$ cat src/rtl/stack_op_sequencer.sv
// Sequences the multi-cycle CALL/RET/RTI/interrupt stack micro-ops injected into fetch.
// Outputs are decoded from registered state: a command accepted on edge N drives cycle N+1; enable_i=0 freezes everything.
module stack_op_sequencer #(
    parameter logic [4:0]  OP_PUSH_PC    = 5'b11111,
    parameter logic [4:0]  OP_PUSH_FLAGS = 5'b11110,
    parameter logic [4:0]  OP_JMP        = 5'b11011,
    parameter logic [4:0]  OP_POP_PC     = 5'b11100,
    parameter logic [4:0]  OP_POP_FLAGS  = 5'b11101,
    parameter int unsigned DRAIN_CYCLES  = 4,
    parameter int unsigned POP_BUBBLES   = 3
) (
    input  logic        clk_i,
    input  logic        rst_n_i,
    input  logic        enable_i,
    input  logic        call_valid_i,
    input  logic        ret_valid_i,
    input  logic        rti_valid_i,
    input  logic [2:0]  rdst_call_i,
    input  logic        interupt_i,
    output logic        cmd_ready_o,
    output logic        inject_valid_o,
    output logic [15:0] inject_instr_o,
    output logic        fetch_hold_o,
    output logic [1:0]  pc_sel_o,
    output logic        int_ack_o
);

    typedef enum logic [3:0] {
        IDLE, CALL_PUSH, CALL_JMP, INT_DRAIN, INT_PUSH_PC, INT_PUSH_FL, INT_VEC,
        RTI_POP_FL, RTI_POP_PC, RET_POP_PC, POP_WAIT, POP_LOAD
    } state_t;

    localparam logic [2:0] DRAIN_LOAD = 3'(DRAIN_CYCLES - 1);
    localparam logic [2:0] POP_LOAD_N = 3'(POP_BUBBLES - 1);

    state_t     state_q, state_d;
    logic [2:0] cnt_q, cnt_d;
    logic [2:0] rd_q, rd_d;
    logic       pend_q, pend_d;

    function automatic logic [15:0] uop(input logic [4:0] op, input logic [2:0] rd);
        return {op, 3'b000, rd, 5'b00000};
    endfunction

    always_ff @(posedge clk_i or negedge rst_n_i) begin
        if (!rst_n_i) begin
            state_q <= IDLE;
            cnt_q   <= 3'd0;
            rd_q    <= 3'd0;
            pend_q  <= 1'b0;
        end else begin
            state_q <= state_d;
            cnt_q   <= cnt_d;
            rd_q    <= rd_d;
            pend_q  <= pend_d;
        end
    end

    always_comb begin
        state_d = state_q;
        cnt_d   = cnt_q;
        rd_d    = rd_q;
        // The interrupt pin is captured even while frozen; entry into the drain consumes it.
        pend_d  = pend_q | interupt_i;
        if (enable_i) begin
            case (state_q)
                IDLE: begin
                    if (call_valid_i) begin
                        state_d = CALL_PUSH;
                        rd_d    = rdst_call_i;
                    end else if (rti_valid_i) begin
                        state_d = RTI_POP_FL;
                    end else if (ret_valid_i) begin
                        state_d = RET_POP_PC;
                    end else if (pend_q || interupt_i) begin
                        state_d = INT_DRAIN;
                        cnt_d   = DRAIN_LOAD;
                        pend_d  = 1'b0;
                    end
                end
                CALL_PUSH:   state_d = CALL_JMP;
                CALL_JMP:    state_d = IDLE;
                INT_DRAIN: begin
                    if (cnt_q == 3'd0) state_d = INT_PUSH_PC;
                    else               cnt_d   = cnt_q - 3'd1;
                end
                INT_PUSH_PC: state_d = INT_PUSH_FL;
                INT_PUSH_FL: state_d = INT_VEC;
                INT_VEC:     state_d = IDLE;
                RTI_POP_FL:  state_d = RTI_POP_PC;
                RTI_POP_PC, RET_POP_PC: begin
                    state_d = POP_WAIT;
                    cnt_d   = POP_LOAD_N;
                end
                POP_WAIT: begin
                    if (cnt_q == 3'd0) state_d = POP_LOAD;
                    else               cnt_d   = cnt_q - 3'd1;
                end
                POP_LOAD:    state_d = IDLE;
                default:     state_d = IDLE;
            endcase
        end
    end

    always_comb begin
        cmd_ready_o    = 1'b0;
        inject_valid_o = 1'b1;
        inject_instr_o = 16'h0000;
        fetch_hold_o   = 1'b1;
        pc_sel_o       = 2'b00;
        int_ack_o      = 1'b0;
        case (state_q)
            IDLE: begin
                cmd_ready_o    = 1'b1;
                inject_valid_o = 1'b0;
                fetch_hold_o   = 1'b0;
            end
            CALL_PUSH:   inject_instr_o = uop(OP_PUSH_PC, 3'd0);
            CALL_JMP:    inject_instr_o = uop(OP_JMP, rd_q);
            INT_DRAIN:   int_ack_o      = (cnt_q == DRAIN_LOAD);
            INT_PUSH_PC: inject_instr_o = uop(OP_PUSH_PC, 3'd0);
            INT_PUSH_FL: inject_instr_o = uop(OP_PUSH_FLAGS, 3'd0);
            INT_VEC:     pc_sel_o       = 2'b01;
            RTI_POP_FL:  inject_instr_o = uop(OP_POP_FLAGS, 3'd0);
            RTI_POP_PC, RET_POP_PC: inject_instr_o = uop(OP_POP_PC, 3'd0);
            POP_LOAD:    pc_sel_o       = 2'b10;
            default: ;
        endcase
    end

endmodule
$ cat config.mk
export PLATFORM = sky130hd
export DESIGN_NAME = stack_op_sequencer
export DESIGN_NICKNAME = d
export VERILOG_FILES = /design/src/rtl/stack_op_sequencer.sv
export SDC_FILE = /design/constraint.sdc
export NUM_CORES = 1
export LEC_CHECK = 0
export ABC_AREA = 1
export CAP_MARGIN = 10
export CORE_MARGIN = 5
export CORE_UTILIZATION = 45
export DETAILED_ROUTE_END_ITERATION = 16
export PLACE_DENSITY_LB_ADDON = 0.3
export SLEW_MARGIN = 15
export SYNTH_ARGS = -nofsm -noshare
export SYNTH_HDL_FRONTEND = slang
export SYNTH_SLANG_ARGS = --single-unit
$ cat constraint.sdc
create_clock -name clk_i -period 1.47 [get_ports clk_i]
set_input_delay 0.2205 -clock clk_i [delete_from_list [all_inputs] [get_ports clk_i]]
set_output_delay 0.2205 -clock clk_i [all_outputs]
set_load 0.1 [all_outputs]
==> out/metrics.csv, run 1 <==
metric,value,unit
area growth from synthesis to layout,83.3,%
Area contributors post-synth,"dfrtp_1 (29%), nand2_1 (13%), buf_4 (7.8%)",
hold_buf cts,0,
fin crit share,121,%
reg2reg start,state_q[2],
share of cells above drive strength 1,48.6,%
Final Net Count,199,
outcome,"finished, violations left",
fillcell total,91,
Async SR Flop Fraction,100,%
largest net degree at the start of global routing,12,
crit path capture,inject_instr_o[11],
1st-iter DRT viols,22,
Tightest Pin Transition,0.601,ns
GRT Util Overall,18.4,%
fmax,561,MHz
post-synth cell types,25,
Mapped Area,960,um2
CTS Root Buffer Type,clkbuf_4,
flop2flop setup slack,-0.16,ns
global-route wire length before repair,4.70,mm
"Arr. time, crit path",1.56,ns
relative slew slack,59.8,%
Clock Path Buffers,2,
vias in the first global route,1064,
DRC,0,
max-cap viol count,0,
DR vias,1064,
Buf/Inv on CP,2,
Setup Crit Path Kind,flip-flop to output port,
crit-path cells,buf_4 > nor2_4 > nand3_1 > o211ai_1 > buf_12,
PortBufs,23,
#FFs+latches synth,11,
Crit Reg-Reg Endpoint,state_q[3],
initial core utilization,47.9,%
"Top FF cell, synth",dfrtp_1,
DR pass1 iterations,4,
num ports,32,
# setup viols final,25,
antenna cells,0,
Reg area,280,um2
clock sink total,11,
Post-synth EDFFs,0,
GR Layer Usage met2,33.7,%
Layout Skew,0.0128,ns
CTS tree,built,
total wire length,3.02,mm
CP required,1.25,ns
"commonest cells after routing, fill and taps aside","nand2_1 (27), buf_4 (18), inv_1 (14)",
crit path from,state_q[2],
Die Wd,56.2,um
Final HPWL DP,2.04,mm
GRT met1 Usage,21.0,%
post-synthesis cell type with the largest combined area,dfrtp_1,
core area,2000,um2
failing checks,setup timing,
"slowest stage delay, CP",0.44,ns
Hold Path Class,primary input to asynchronous set/reset pin,
standard-cell rows,16,
initial antenna violation count,0,
"CP delay by family, top",flip-flops,
Top Usage Layer GRT,met2,
Fin. Hold Viols,0,
Worst-path clk slew,0.08,ns
Setup crit end kind,output port,
Syn Inst Count,140,
multi-input logic area,764,um2
Synth top area share,28.7,%
Max Transition Viols Final,0,
Die Y,56.2,um
syn avg cell area,6.85,um2
die area,3160,um2
"commonest non-fill, non-tap cell in the layout",nand2_1,
Setup WS post-layout,-0.314,ns
critical path depth in cells,5,
CP max-delay cell,dfrtp_2,
met3 Track Usage GR,3.02,%
post-DR wirelength/cell,14.2,um
Startpoint Class,flip-flop,
FF-to-FF path depth,8,
worst skew pair latency,0.27,ns
htree depth,1,
setup TNS,-4.39,ns
RePlAce Congestion,0.826,
yosys warns,0,
peak fanout along the critical path,5,
post-route ant nets,0,
Tmin final,1.78,ns
cts bufs inserted,3,
grt ovf,0,
sequential area share after synthesis,28.7,%
RSZ-0062 raised after global routing,yes,
drt via density,5.02,
[flip-flops by register name, indices dropped and copies added (netlist names)]
register,count
rd_q,3
state_q,4
cnt_q,3
pend_q,1
[what timing repair did]
item                       in CTS  in global routing
resized for setup              32                  7
buffers inserted                8                  4
pin swaps                      13                  6
setup endpoints to repair      21                 25
[synthesized netlist by cell type (3+ instances only)]
master,n
o21bai_1,3
dfrtp_1,11
nand3_1,10
inv_1,18
buf_4,10
nand2_1,33
ha_1,3
nor2_1,19
nand2_4,3
nand3_2,3
nand2_2,7
a21oi_1,4
[how the worst min path moves through the flow]
stage	startpoint	end	slack [ns]
floorplan	rst_n_i	cnt_q[0]	-0.08
global placement	rd_q[0]	rd_q[0]	0.51
detailed placement	rd_q[0]	rd_q[0]	0.54
CTS	rst_n_i	cnt_q[0]	0.30
global route	rst_n_i	cnt_q[0]	0.32
finish	rst_n_i	cnt_q[0]	0.28
[per-layer routing]
metal	vias up	part of all wire [%]
met1	499	36
met2	39	55
met3	11	5.8
li1	515	-
met5	-	0
met4	0	2.9
[stage by stage]
stage	std cells	hold slack, ns	utilization [%]	setup WS, ns	cell area [um2]
2_1_floorplan	147	-0.0751	-	-0.797	1110
3_3_place_gp	196	0.507	74.2	-0.00776	1490
3_5_place_dp	196	0.535	74.2	-0.116	1490
6_report	212	0.277	87.9	-0.314	1760
4_1_cts	208	0.295	84.5	-0.259	1690
5_1_grt	212	0.324	87.9	-0.390	1760
[cell families (layout without fill, tap and decap cells)]
logic type               count (synthesis)  after routing  share of synthesized area (%)
flip-flops                              11             11                           28.7
XOR/XNOR                                 1              1                          0.913
AND/OR/NAND/NOR                         79             79                           39.9
AO/OA/AOI/OAI                           14             14                           9.39
adder cells (fa/ha/maj)                  3              3                           3.91
other                                    1              8                          0.391
buffers and inverters                   31             69                           16.8
[cell type report]
class / count / area share [%]
Inverter: 20 / 5.26
Multi-Input combinational cell: 105 / 43.5
Timing Repair Buffer: 45 / 31.9
Sequential cell: 11 / 15.9
Clock buffer: 4 / 1.49
Tap cell: 27 / 1.92
Power of run 1 is left out: the tool's default activity adds up to more than one toggle a clock period on the data nets, which glitch-free logic cannot reach.
==> run 2: changes to the inputs <==
--- a/config.mk
+++ b/config.mk
@@ -8,7 +8,8 @@
 export ABC_AREA = 1
 export CAP_MARGIN = 10
 export CORE_MARGIN = 5
-export CORE_UTILIZATION = 45
+export CORE_UTILIZATION = 47
+export CTS_BUF_LIST = sky130_fd_sc_hd__clkbuf_8
 export DETAILED_ROUTE_END_ITERATION = 16
 export PLACE_DENSITY_LB_ADDON = 0.3
 export SLEW_MARGIN = 15
==> run 2 against run 1 <==
  * The flow still finishes with violations (setup timing)
  * First-iteration DRC count stayed put
  * Critical path type unchanged
  * Count of clock-buffer cells in the layout is 1 lower
  * Non-clock buffer count is 6 lower
  * Worst setup slack better by 0.065 ns
  * Core utilization is 4.6 points lower
  * Die area is 3.5% lower
  * Clock skew is 0.0010 ns lower
  * Maximum frequency is 3.8% higher
  * Final cell count is 2.8% lower
  * Critical path depth is 2 higher
==> out/metrics.csv, run 2 (synthesized netlist as in run 1, its figures left out) <==
metric,value,unit,change
hold_buf cts,0,,unchanged
FF-to-FF path depth,6,,was 8
post-DR wirelength/cell,14.6,um,was 14.2 um
"slowest stage delay, CP",0.42,ns,was 0.44 ns
"Arr. time, crit path",1.50,ns,was 1.56 ns
Worst-path clk slew,0.06,ns,was 0.08 ns
fin crit share,117,%,was 121%
CP max-delay cell,dfrtp_2,,unchanged
DR pass1 iterations,4,,unchanged
"commonest non-fill, non-tap cell in the layout",nand2_1,,unchanged
initial antenna violation count,0,,unchanged
Fin. Hold Viols,0,,unchanged
Crit path top cell by count,nor2_4,,
Max Transition Viols Final,0,,unchanged
"commonest cells after routing, fill and taps aside","nand2_1 (28), buf_4 (16), inv_1 (14)",,"was nand2_1 (27), buf_4 (18), inv_1 (14)"
Final HPWL DP,2.13,mm,was 2.04 mm
grt ovf,0,,unchanged
failing checks,setup timing,,unchanged
"CP delay by family, top",flip-flops,,unchanged
RePlAce Congestion,0.916,,was 0.826
relative slew slack,64.0,%,was 59.8%
core area,1960,um2,was 2000 um2
global-route wire length before repair,4.89,mm,was 4.70 mm
CP required,1.25,ns,about the same
GRT Util Overall,22.7,%,was 18.4%
biggest regs,"state_q (4), cnt_q (3), rd_q (3)",,unchanged
fmax,582,MHz,was 561 MHz
Setup WS post-layout,-0.248,ns,was -0.314 ns
peak fanout along the critical path,5,,unchanged
Die Wd,55.2,um,was 56.2 um
outcome,"finished, violations left",,unchanged
CTS tree,built,,unchanged
initial core utilization,48.9,%,was 47.9%
max reg flops,4,,unchanged
post-route ant nets,0,,unchanged
max-cap viol count,0,,unchanged
Layout Skew,0.0118,ns,was 0.0128 ns
num ports,32,,unchanged
Buf/Inv on CP,3,,was 2
cts bufs inserted,3,,unchanged
PortBufs,23,,unchanged
RSZ-0062 raised after global routing,yes,,unchanged
CTS Root Buffer Type,clkbuf_8,,was clkbuf_4
drt via density,5.13,,was 5.02
Startpoint Class,flip-flop,,unchanged
Setup Crit Path Kind,flip-flop to output port,,unchanged
flop2flop setup slack,-0.05,ns,was -0.16 ns
share of cells above drive strength 1,42.5,%,was 48.6%
area growth from synthesis to layout,70.1,%,was 83.3%
Hold Path Class,primary input to asynchronous set/reset pin,,unchanged
Final Net Count,193,,was 199
Setup crit end kind,output port,,unchanged
worst skew pair latency,0.24,ns,was 0.27 ns
Largest Register,state_q,,unchanged
vias in the first global route,1090,,was 1064
Crit Reg-Reg Endpoint,state_q[0],,was state_q[3]
total wire length,3.00,mm,was 3.02 mm
setup TNS,-2.22,ns,was -4.39 ns
Tmin final,1.72,ns,was 1.78 ns
die area,3050,um2,was 3160 um2
crit-path cells,inv_2 > nor2_4 > inv_2 > nor2_4 > nor2_4 > o211ai_1 > clkbuf_16,,was buf_4 > nor2_4 > nand3_1 > o211ai_1 > buf_12
Die Y,55.2,um,was 56.2 um
1st-iter DRT viols,22,,unchanged
Clock Path Buffers,2,,unchanged
reg2reg start,state_q[2],,unchanged
antenna cells,0,,unchanged
DR vias,1056,,was 1064
# setup viols final,17,,was 25
Tightest Pin Transition,0.538,ns,was 0.601 ns
largest net degree at the start of global routing,12,,unchanged
htree depth,1,,unchanged
standard-cell rows,16,,unchanged
DRC,0,,unchanged
clock sink total,11,,unchanged
-- run 2: cell types whose count changed in the layout (fill, tap and decap cells not counted), moves of 2 or more --
| cell | change |
|---|---|
| buf_4 | -2 |
| buf_6 | -3 |
| clkbuf_4 | -3 |
| clkbuf_8 | +3 |
| inv_2 | +2 |
| nand2_4 | -2 |
| nand3_1 | +3 |
| nand3_4 | -2 |
| nor2_1 | +4 |
| nor2_2 | -3 |
-- run 2: area by class of cell --
cell class / count / area, um2
multi-input cells: 105 / 688
repair buffers: 39 / 495
fillers: 116 / 329
flip-flops and latches: 11 / 280
inverters: 20 / 90.1
clock buffers: 3 / 41.3
well taps: 27 / 33.8
clock inverters: 1 / 3.75
-- run 2: worst max path at each step --
stage	slack, ns	to	depth (start not counted)	startpoint
2_1_floorplan	-0.80	inject_instr_o[11]	3	state_q[3]
3_3_place_gp	-0.01	inject_instr_o[11]	5	state_q[0]
3_5_place_dp	-0.1	inject_instr_o[11]	5	state_q[0]
4_1_cts	-0.22	inject_instr_o[11]	7	state_q[1]
5_1_grt	-0.32	inject_instr_o[11]	7	state_q[1]
6_report	-0.25	inject_instr_o[11]	7	state_q[1]
-- run 2: repair_timing --
action	4_1_cts	5_1_grt
gates cloned	0	0
hold endpoints to repair	0	0
pin swaps	6	4
gates resized for setup	12	6
endpoints found under the setup margin	17	24
setup buffers	4	3
-- run 2: routing by layer --
metal / up-vias / global-route usage [%] / part of all wire, %
met5: - / 0 / 0
met4: 0 / 11.3 / 3.5
met3: 12 / 3.49 / 4.8
met2: 40 / 44.5 / 55
met1: 503 / 22.8 / 36
li1: 501 / - / -
-- run 2: stage by stage --
stage | hold WS, ns | util [%] | cell area, um2 | worst slack, ns | instances
3_5_place_dp | 0.526 | 75.3 | 1480 | -0.0952 | 195
6_report | 0.327 | 83.2 | 1630 | -0.248 | 206
4_1_cts | 0.350 | 81.2 | 1590 | -0.215 | 203
5_1_grt | 0.364 | 83.2 | 1630 | -0.316 | 206
3_3_place_gp | 0.510 | 75.3 | 1480 | -0.0126 | 195
2_1_floorplan | -0.0751 | - | 1110 | -0.797 | 147
-- run 2: worst reg2reg max path: stages, from the launching register on --
cell	delay, ns
dfrtp_2	0.47
nor2_4	0.09
nand2_4	0.18
nor2_1	0.06
a21boi_1	0.36
nand3_1	0.19
nand2_1	0.10
Power of run 2 is left out for the same reason.
==> run 3: changes to the inputs <==
--- a/config.mk
+++ b/config.mk
@@ -11,7 +11,7 @@
 export CORE_UTILIZATION = 47
 export CTS_BUF_LIST = sky130_fd_sc_hd__clkbuf_8
 export DETAILED_ROUTE_END_ITERATION = 16
-export PLACE_DENSITY_LB_ADDON = 0.3
+export PLACE_DENSITY_LB_ADDON = 0.1
 export SLEW_MARGIN = 15
 export SYNTH_ARGS = -nofsm -noshare
 export SYNTH_HDL_FRONTEND = slang
==> run 3 against run 2 <==
  * The run now fails in 5_1_grt
  * Synthesized area stayed put
  * Synthesized cell count is the same
==> out/metrics.csv, run 3 <==
metric,value,unit,change
Mapped Area,960,um2,unchanged
num ports,32,,unchanged
Syn Inst Count,140,,unchanged
initial antenna violation count,0,,
#FFs+latches synth,11,,unchanged
Async SR Flop Fraction,100,%,unchanged
error msg,[ERROR DPL-0033] detailed placement checks failed during check placement.,,
clock sink total,11,,unchanged
yosys warns,0,,unchanged
Synth top area share,28.7,%,unchanged
GR repair worst EP,inject_instr_o[11],,
"Top FF cell, synth",dfrtp_1,,unchanged
Commonest cells post-synth,"nand2_1 (33), nor2_1 (19), inv_1 (18), dfrtp_1 (11)",,unchanged
pre-CTS setup slack,-0.0473,ns,was -0.0952 ns
sequential area share after synthesis,28.7,%,unchanged
largest net degree at the start of global routing,12,,
initial core utilization,48.9,%,unchanged
Post-synth EDFFs,0,,unchanged
placed insts,196,,was 195
Die Wd,55.2,um,unchanged
Fail Step,5_1_grt,,
htree depth,1,,unchanged
syn avg cell area,6.85,um2,unchanged
post-synthesis cell type with the largest combined area,dfrtp_1,,unchanged
RePlAce Congestion,0.876,,was 0.916
Final HPWL DP,2.07,mm,was 2.13 mm
Worst EP Category,output port,,
Area contributors post-synth,"dfrtp_1 (29%), nand2_1 (13%), buf_4 (7.8%)",,unchanged
hold_buf cts,0,,unchanged
PortBufs,23,,unchanged
most frequent cell after synthesis,nand2_1,,unchanged
Die Y,55.2,um,unchanged
standard-cell rows,16,,unchanged
outcome,stopped before the end,,"was finished, violations left"
Clock Path Buffers,2,,unchanged
cts bufs inserted,3,,unchanged
CTS Root Buffer Type,clkbuf_8,,unchanged
post-synth cell types,25,,unchanged
-- run 3: repair_timing --
action / CTS
setup buffers: 2
setup endpoints to repair: 17
gates cloned: 0
resized for setup: 9
hold endpoints to repair: 0
-- run 3: per-stage QoR --
stage               util [%]  cell area, um2  setup TNS (ns)
detailed placement      75.7            1490          -0.199
CTS                     80.2            1570           -2.52
floorplan                  -            1110           -3.44
global placement        75.7            1490         -0.0230
-- run 3: logic make-up after synthesis --
family / count (synthesis) / share of synthesized area [%]
and+or+nand+nor: 79 / 39.9
buffers and inverters: 31 / 16.8
AOI/OAI and AO/OA: 14 / 9.39
DFF: 11 / 28.7
adders and majority gates: 3 / 3.91
xor gates and xnor gates: 1 / 0.913
other: 1 / 0.391
==> run 4: changes to the inputs <==
--- a/config.mk
+++ b/config.mk
@@ -7,11 +7,10 @@
 export LEC_CHECK = 0
 export ABC_AREA = 1
 export CAP_MARGIN = 10
-export CORE_MARGIN = 5
-export CORE_UTILIZATION = 47
-export CTS_BUF_LIST = sky130_fd_sc_hd__clkbuf_8
+export CORE_AREA = 5 5 66 68
 export DETAILED_ROUTE_END_ITERATION = 16
-export PLACE_DENSITY_LB_ADDON = 0.1
+export DIE_AREA = 0 0 71 73
+export PLACE_DENSITY_LB_ADDON = 0.15
 export SLEW_MARGIN = 15
 export SYNTH_ARGS = -nofsm -noshare
 export SYNTH_HDL_FRONTEND = slang
==> run 4 against run 3 <==
  * The flow now finishes, with violations (setup timing)
==> out/metrics.csv, run 4 (synthesized netlist as in run 1, its figures left out) <==
metric,value,unit,change
DRC,0,,
largest net degree at the start of global routing,12,,
crit-path cells,nor2_4 > inv_2 > nor2_4 > nor2_4 > buf_12 > nand2_8 > buf_12,,
outcome,"finished, violations left",,was stopped before the end
Setup Crit Path Kind,flip-flop to output port,,
"commonest non-fill, non-tap cell in the layout",nand2_1,,
Hold Path Class,primary input to asynchronous set/reset pin,,
"Arr. time, crit path",1.49,ns,
Largest Register,state_q,,
CP required,1.25,ns,
initial core utilization,25.3,%,was 48.9%
relative slew slack,63.3,%,
1st-iter DRT viols,41,,
DR vias,1023,,
biggest regs,"state_q (4), cnt_q (3), rd_q (3)",,
initial antenna violation count,0,,
global-route wire length before repair,4.37,mm,
post-route ant nets,0,,
# setup viols final,23,,
Worst-path clk slew,0.05,ns,
"CP delay by family, top",flip-flops,,
fmax,586,MHz,
share of cells above drive strength 1,55.2,%,
"commonest cells after routing, fill and taps aside","nand2_1 (21), buf_4 (20), buf_12 (14)",,
"slowest stage delay, CP",0.49,ns,
hold_ws,0.326,ns,
fin crit share,116,%,
RePlAce Congestion,0.878,,was 0.876
DR pass1 iterations,4,,
CTS tree,built,,
Finished Cell Area,1920,um2,
worst skew pair latency,0.24,ns,
grt ovf,0,,
Setup WS post-layout,-0.237,ns,
hold_buf cts,0,,unchanged
area of placed instances,1510,um2,was 1490 um2
antenna cells,0,,
peak fanout along the critical path,8,,
Buf/Inv on CP,3,,
Clock Path Buffers,2,,unchanged
clock sink total,11,,unchanged
fillcell total,380,,
htree depth,1,,unchanged
die area,5180,um2,
Tightest Pin Transition,0.548,ns,
GRT Util Overall,10.6,%,
Die Wd,71,um,was 55.2 um
post-DR wirelength/cell,12.1,um,
Final HPWL DP,2.16,mm,was 2.07 mm
cts bufs inserted,3,,unchanged
Fin. Hold Viols,0,,
Setup crit end kind,output port,,
Die Y,73,um,was 55.2 um
total wire length,2.92,mm,
drt via density,4.23,,
standard-cell rows,23,,was 16
max reg flops,4,,
num ports,32,,unchanged
CP max-delay cell,dfrtp_2,,
max-cap viol count,0,,
Tmin final,1.71,ns,
RSZ-0062 raised after global routing,yes,,
area growth from synthesis to layout,99.9,%,
Crit path top cell by count,nor2_4,,
PortBufs,23,,unchanged
CTS Root Buffer Type,clkbuf_8,,unchanged
Layout Skew,0.00616,ns,
Max Transition Viols Final,0,,
failing checks,setup timing,,
Final Net Count,206,,
core area,3800,um2,
Startpoint Class,flip-flop,,
flop2flop setup slack,-0.11,ns,
vias in the first global route,967,,
-- run 4: layout make-up --
class	count	area (um2)	area share (%)
clock buffer	4	45.0	2.35
inverter	20	92.6	4.83
multi-input combinational	105	796	41.5
sequential	11	280	14.6
tap	50	62.6	3.26
timing repair buffer	52	642	33.5
-- run 4: metal layers --
metal / part of all wire (%) / vias to the layer above / track usage [%]
met5: 0 / - / 0
met4: 1.4 / 0 / 2.51
met3: 3.5 / 4 / 2.75
met2: 59 / 15 / 19.9
met1: 36 / 482 / 11.8
li1: - / 522 / -
-- run 4: what timing repair did --
item                       in CTS  in global routing
resized for setup              20                 34
pin swaps                       7                 21
buffers inserted                5                 15
setup endpoints to repair      17                 21
-- run 4: worst register-to-register path, cell delays in order (launching register included) --
cell      delay, ns
dfrtp_2        0.49
buf_6          0.15
nor2_4         0.16
nand2_8        0.11
buf_4          0.15
nand3_2        0.08
nand2_4        0.07
o21bai_1       0.17
nand2_1        0.08
-- run 4: through the flow --
stage / setup slack, ns / setup TNS (ns) / cells / util, %
2_1_floorplan: -0.797 / -3.44 / 147 / -
3_5_place_dp: -0.0530 / -0.415 / 219 / 39.9
5_1_grt: -0.308 / -4.14 / 242 / 50.5
4_1_cts: -0.211 / -2.12 / 228 / 43.9
6_report: -0.237 / -2.47 / 242 / 50.5
3_3_place_gp: -0.0543 / -0.250 / 219 / 39.9
-- run 4: worst paths after layout --
kind	startpoint	endpoint	depth (start not counted)
max	state_q[0]	inject_instr_o[14]	7
min	rst_n_i	rd_q[1]	1
max reg2reg	state_q[0]	cnt_q[0]	8
min reg2reg	rd_q[1]	rd_q[1]	2
max in group asynchronous	rst_n_i	state_q[1]	1
min in group clk_i	rd_q[1]	rd_q[1]	2
Power of run 4 is left out for the same reason.
